[src/rtl/r_type_encoder.sv]
// Encodes ALUOp requests into MIPS R-type words and queues them in a small
// circular FIFO with valid/ready handshakes on the request and word sides.
module r_type_encoder #(
   parameter int DEPTH = 4,
   parameter int CNT_W = 16
) (
   input  logic             clk,
   input  logic             rst_n,
   input  logic             op_valid,
   output logic             op_ready,
   input  logic [2:0]       op_sel,
   input  logic [4:0]       rs,
   input  logic [4:0]       rt,
   input  logic [4:0]       rd,
   output logic             instr_valid,
   input  logic             instr_ready,
   output logic [31:0]      instr,
   output logic             err_illegal,
   output logic [CNT_W-1:0] issued_count
);

   localparam int AW = $clog2(DEPTH);
   localparam logic [AW:0] FULL_CNT = (AW+1)'(DEPTH);

   localparam logic [2:0] OP_AND = 3'b000;
   localparam logic [2:0] OP_OR  = 3'b001;
   localparam logic [2:0] OP_ADD = 3'b010;
   localparam logic [2:0] OP_SUB = 3'b110;
   localparam logic [2:0] OP_SLT = 3'b111;

   logic [31:0]  mem [DEPTH];
   logic [AW-1:0] wr_ptr;
   logic [AW-1:0] rd_ptr;
   logic [AW:0]   count;

   logic        legal;
   logic [5:0]  funct;
   logic        accept;
   logic        push;
   logic        pop;
   logic [31:0] word;

   // Handshake rule on both sides: a transfer happens on a rising edge where
   // valid and ready are both high; ready never depends on the partner's valid.
   always_comb begin
      legal = 1'b1;
      funct = 6'h00;
      case (op_sel)
         OP_AND:  funct = 6'h24;
         OP_OR:   funct = 6'h25;
         OP_ADD:  funct = 6'h20;
         OP_SUB:  funct = 6'h22;
         OP_SLT:  funct = 6'h2A;
         default: legal = 1'b0;
      endcase
   end

   assign word        = {6'b000000, rs, rt, rd, 5'b00000, funct};
   assign op_ready    = (count != FULL_CNT);
   assign instr_valid = (count != '0);
   assign accept      = op_valid && op_ready;
   assign push        = accept && legal;
   assign pop         = instr_valid && instr_ready;

   // Output is forced to zero when empty so stale entries never leak out.
   assign instr = instr_valid ? mem[rd_ptr] : 32'h0;

   always_ff @(posedge clk) begin
      if (push && rst_n) begin
         mem[wr_ptr] <= word;
      end
   end

   always_ff @(posedge clk) begin
      if (!rst_n) begin
         wr_ptr       <= '0;
         rd_ptr       <= '0;
         count        <= '0;
         err_illegal  <= 1'b0;
         issued_count <= '0;
      end else begin
         err_illegal <= accept && !legal;
         if (push) begin
            wr_ptr <= wr_ptr + AW'(1);
         end
         if (pop) begin
            rd_ptr       <= rd_ptr + AW'(1);
            issued_count <= issued_count + CNT_W'(1);
         end
         if (push && !pop) begin
            count <= count + (AW+1)'(1);
         end else if (pop && !push) begin
            count <= count - (AW+1)'(1);
         end
      end
   end

endmodule
[config.mk]
export PLATFORM = sky130hd
export DESIGN_NAME = r_type_encoder
export DESIGN_NICKNAME = d
export VERILOG_FILES = /design/src/rtl/r_type_encoder.sv
export SDC_FILE = /design/constraint.sdc
export NUM_CORES = 1
export LEC_CHECK = 0
export CAP_MARGIN = 20
export CORE_ASPECT_RATIO = 1.1
export CORE_MARGIN = 1
export CORE_UTILIZATION = 54
export CTS_CLUSTER_SIZE = 24
export DETAILED_ROUTE_END_ITERATION = 10
export GPL_ROUTABILITY_DRIVEN = 1
export GPL_TIMING_DRIVEN = 1
export PLACE_DENSITY = 0.86
export SYNTH_ARGS = -nofsm -noshare
export SYNTH_HDL_FRONTEND = slang
export SYNTH_SLANG_ARGS = --single-unit
export TNS_END_PERCENT = 10
[constraint.sdc]
create_clock -name clk -period 5.2 [get_ports clk]
set_input_delay 0.52 -clock clk [delete_from_list [all_inputs] [get_ports clk]]
set_output_delay 0.52 -clock clk [all_outputs]
set_load 0.1 [all_outputs]
==> impl_metrics.py <==
metrics = {
    "cells_and_area": {
        "mostFrequentLayoutCell": "edfxtp_1",
        "num_antenna_cells": 0,
        "fillCellCount": 510,
        "postLayoutCellArea_um2": 5209,
        "multi_input_area_um2": 1305,
        "layout_common_cells": "edfxtp_1, clkdlybuf4s50_1, and2_1, dfxtp_1",
        "synthToLayoutAreaGrowth_pct": 20.11,
        "drive_above_1_share": 0.1134,
        "fin_nets": 368,
        "seq_area_um2": 2923,
    },
    "sta": {
        "setup_ws_ns": 1.683,
        "tightest_slew_ns": 1.083,
        "fmax_mhz": 284.4,
        "final.min_clock_period_ns": 3.517,
        "rsz0062_at_grt": "no",
        "fin_skew_ns": 0.01318,
        "finalCritPeriodShare": 0.6763,
        "fin_setup_tns_ns": 0,
        "hold_viol": 0,
        "drv_slew": 0,
        "slew_headroom": 0.2778,
        "setup_viol": 0,
    },
    "synth": {
        "synth.distinct_cells": 34,
        "synth-seq-cells": 106,
        "netlist_area_um2": 4337,
        "avgSynthCellArea_um2": 15.60,
        "netlist_instances": 278,
        "ys_warn_count": 0,
        "yosysSeqAreaShare": 0.6740,
    },
    "clocking": {
        "cts_root_buffer": "clkbuf_8",
        "cts_made_buffers": 9,
        "ctsResizeCount": 0,
        "clock_latency_ns": 0.36,
        "cts_hold_buf": 0,
        "htree_levels": 3,
        "cts_tree": "done",
        "clkTransAtPathRegs_ns": 0.10,
        "cts_setup_buffers": 0,
        "clk_path_buf_depth": 2,
        "cts.sinks": 106,
    },
    "power": {
        "ir_worst_vdd_mv": 0.2355,
        "cellLeakagePower_nw": 1.749,
        "p_per_area_nw_per_um2": 562.1,
        "p_total_mw": 2.928,
    },
    "worst_setup_path": {
        "crit_type": "reg2out",
        "critPathLaunchType": "flop",
        "r2r_setup_slack_ns": 2.77,
        "end_kind": "primary output",
        "cp.arrival_ns": 3.00,
        "cp_max_fo": 20,
        "cp_data_required_time_ns": 4.68,
    },
    "global_route": {
        "grt_max_degree": 25,
        "grt_pass1_vias": 2358,
        "grt_pass1_wl_um": 11910,
        "overflow": 0,
        "grtUsageTotal": 0.1948,
        "grt_antenna_before_repair": 0,
    },
    "floorplan": {
        "fp-row-count": 33,
        "start_util": 0.5708,
        "die_area_um2": 8394,
        "io_pins": 73,
        "die_h_um": 95.99,
        "dieWidth_um": 87.45,
        "core_um2": 7597,
    },
    "detailed_routing": {
        "ant_nets": 0,
        "avgViaCountPerCell": 5.419,
        "drtIter0Drc": 96,
        "vias": 2433,
        "wirelength_um": 7793,
        "avgRoutedWirePerCell_um": 17.36,
        "drc": 0,
        "first_pass_iters": 4,
    },
    "outcome": {
        "status": "complete, no violations",
    },
    "place": {
        "portBuffers": 60,
        "dpl-instance-area_um2": 4986,
        "gp_congestion": 0.7547,
        "dp_hpwl_um": 5044,
        "preCtsSetupSlack_ns": 2.071,
    },
    "worst_hold_path": {
        "hold_path.class": "reg2reg",
    },
    "run": {
        "cap_violations": 0,
    },
}
## state kept, by name (all words and copies together), names as in the netlist, named ones only
name and count:
rd_ptr 2, wr_ptr 2, issued_count 16, mem 80
err_illegal 1, count 3
## cells in the mapped netlist
library cell	instances	area share
a21oi_1	5	0.0058
and2_1	26	0.038
and3_1	3	0.0043
and4_1	3	0.0061
buf_2	2	0.0023
buf_4	12	0.021
clkbuf_1	7	0.0061
clkbuf_2	1	0.0012
conb_1	1	0.00086
dfxtp_1	26	0.12
edfxtp_1	80	0.55
fa_1	1	0.0046
ha_1	6	0.017
inv_1	5	0.0043
mux2i_1	2	0.0046
mux4_2	20	0.10
nand2_1	8	0.0069
nand2b_1	1	0.0014
nand3_1	10	0.012
nand4_1	3	0.0043
nor2_1	20	0.017
nor4_1	1	0.0014
nor4b_1	1	0.0020
o2111ai_1	1	0.0020
o211ai_1	2	0.0035
o21a_1	1	0.0017
o21ai_0	4	0.0046
o311a_1	1	0.0023
o31ai_2	1	0.0029
or3_1	6	0.0087
or3b_2	1	0.0020
or4_1	2	0.0035
xnor2_1	5	0.010
xor2_1	10	0.020
## report_power, final
part           internal (mW)  total [mW]  leakage (nW)  switching (mW)
logic                  0.364        1.37         0.702            1.01
clock network          0.276       0.554         0.111           0.278
registers              0.961        1.00         0.937          0.0438
## per-layer routing
layer / up-vias / routed length [µm] / share of wire / global-route usage
li1: 1139 / - / - / -
met1: 1206 / 3163 / 0.41 / 0.2298
met2: 81 / 4108 / 0.53 / 0.3483
met3: 7 / 434 / 0.056 / 0.04717
met4: 0 / 87 / 0.011 / 0.06831
met5: - / 0 / 0 / 0
## cells by family (layout without fill, tap and decap cells)
group | count (synthesis) | in the layout | synth area share
buf+inv | 27 | 82 | 0.03462
simple gates | 85 | 85 | 0.1070
mux | 22 | 22 | 0.1085
xor+xnor | 15 | 15 | 0.03029
other cells | 1 | 12 | 0.0008647
compound gates | 15 | 15 | 0.02279
fa+ha+maj | 7 | 7 | 0.02193
flops | 106 | 106 | 0.6740
## path summary, 6_finish.rpt
| check | from | to | depth (start not counted) |
|---|---|---|---|
| worst max-delay path | flop | instr[25] | 3 |
| worst min-delay path | issued_count[15]$_SDFFE_PN0P_ | issued_count[15]$_SDFFE_PN0P_ | 2 |
| worst max register to register | count[0]$_SDFFE_PN0P_ | count[2]$_SDFFE_PN0P_ | 7 |
| worst min register to register | issued_count[15]$_SDFFE_PN0P_ | issued_count[15]$_SDFFE_PN0P_ | 2 |
## through the flow
stage	instances	util	hold WS (ns)
floorplan	289	-	0.4847
global placement	433	0.6563	0.4707
detailed placement	433	0.6563	0.4801
CTS	449	0.6856	0.4965
global route	449	0.6856	0.5201
finish	449	0.6856	0.4961
## cell type report
class	instances	share of cell area
Clock buffer	9	0.02378
Clock inverter	7	0.01898
Inverter	5	0.003603
Multi-Input combinational cell	156	0.2505
Sequential cell	106	0.5611
Tap cell	105	0.02522
Timing Repair Buffer	61	0.1167
## critical path: stages, from the launching register on
cell and delay, ns:
dfxtp_1 0.97, mux4_2 0.40, and2_1 0.15, clkdlybuf4s50_1 1.13
Note: power is estimated with default switching activity, not from simulation.
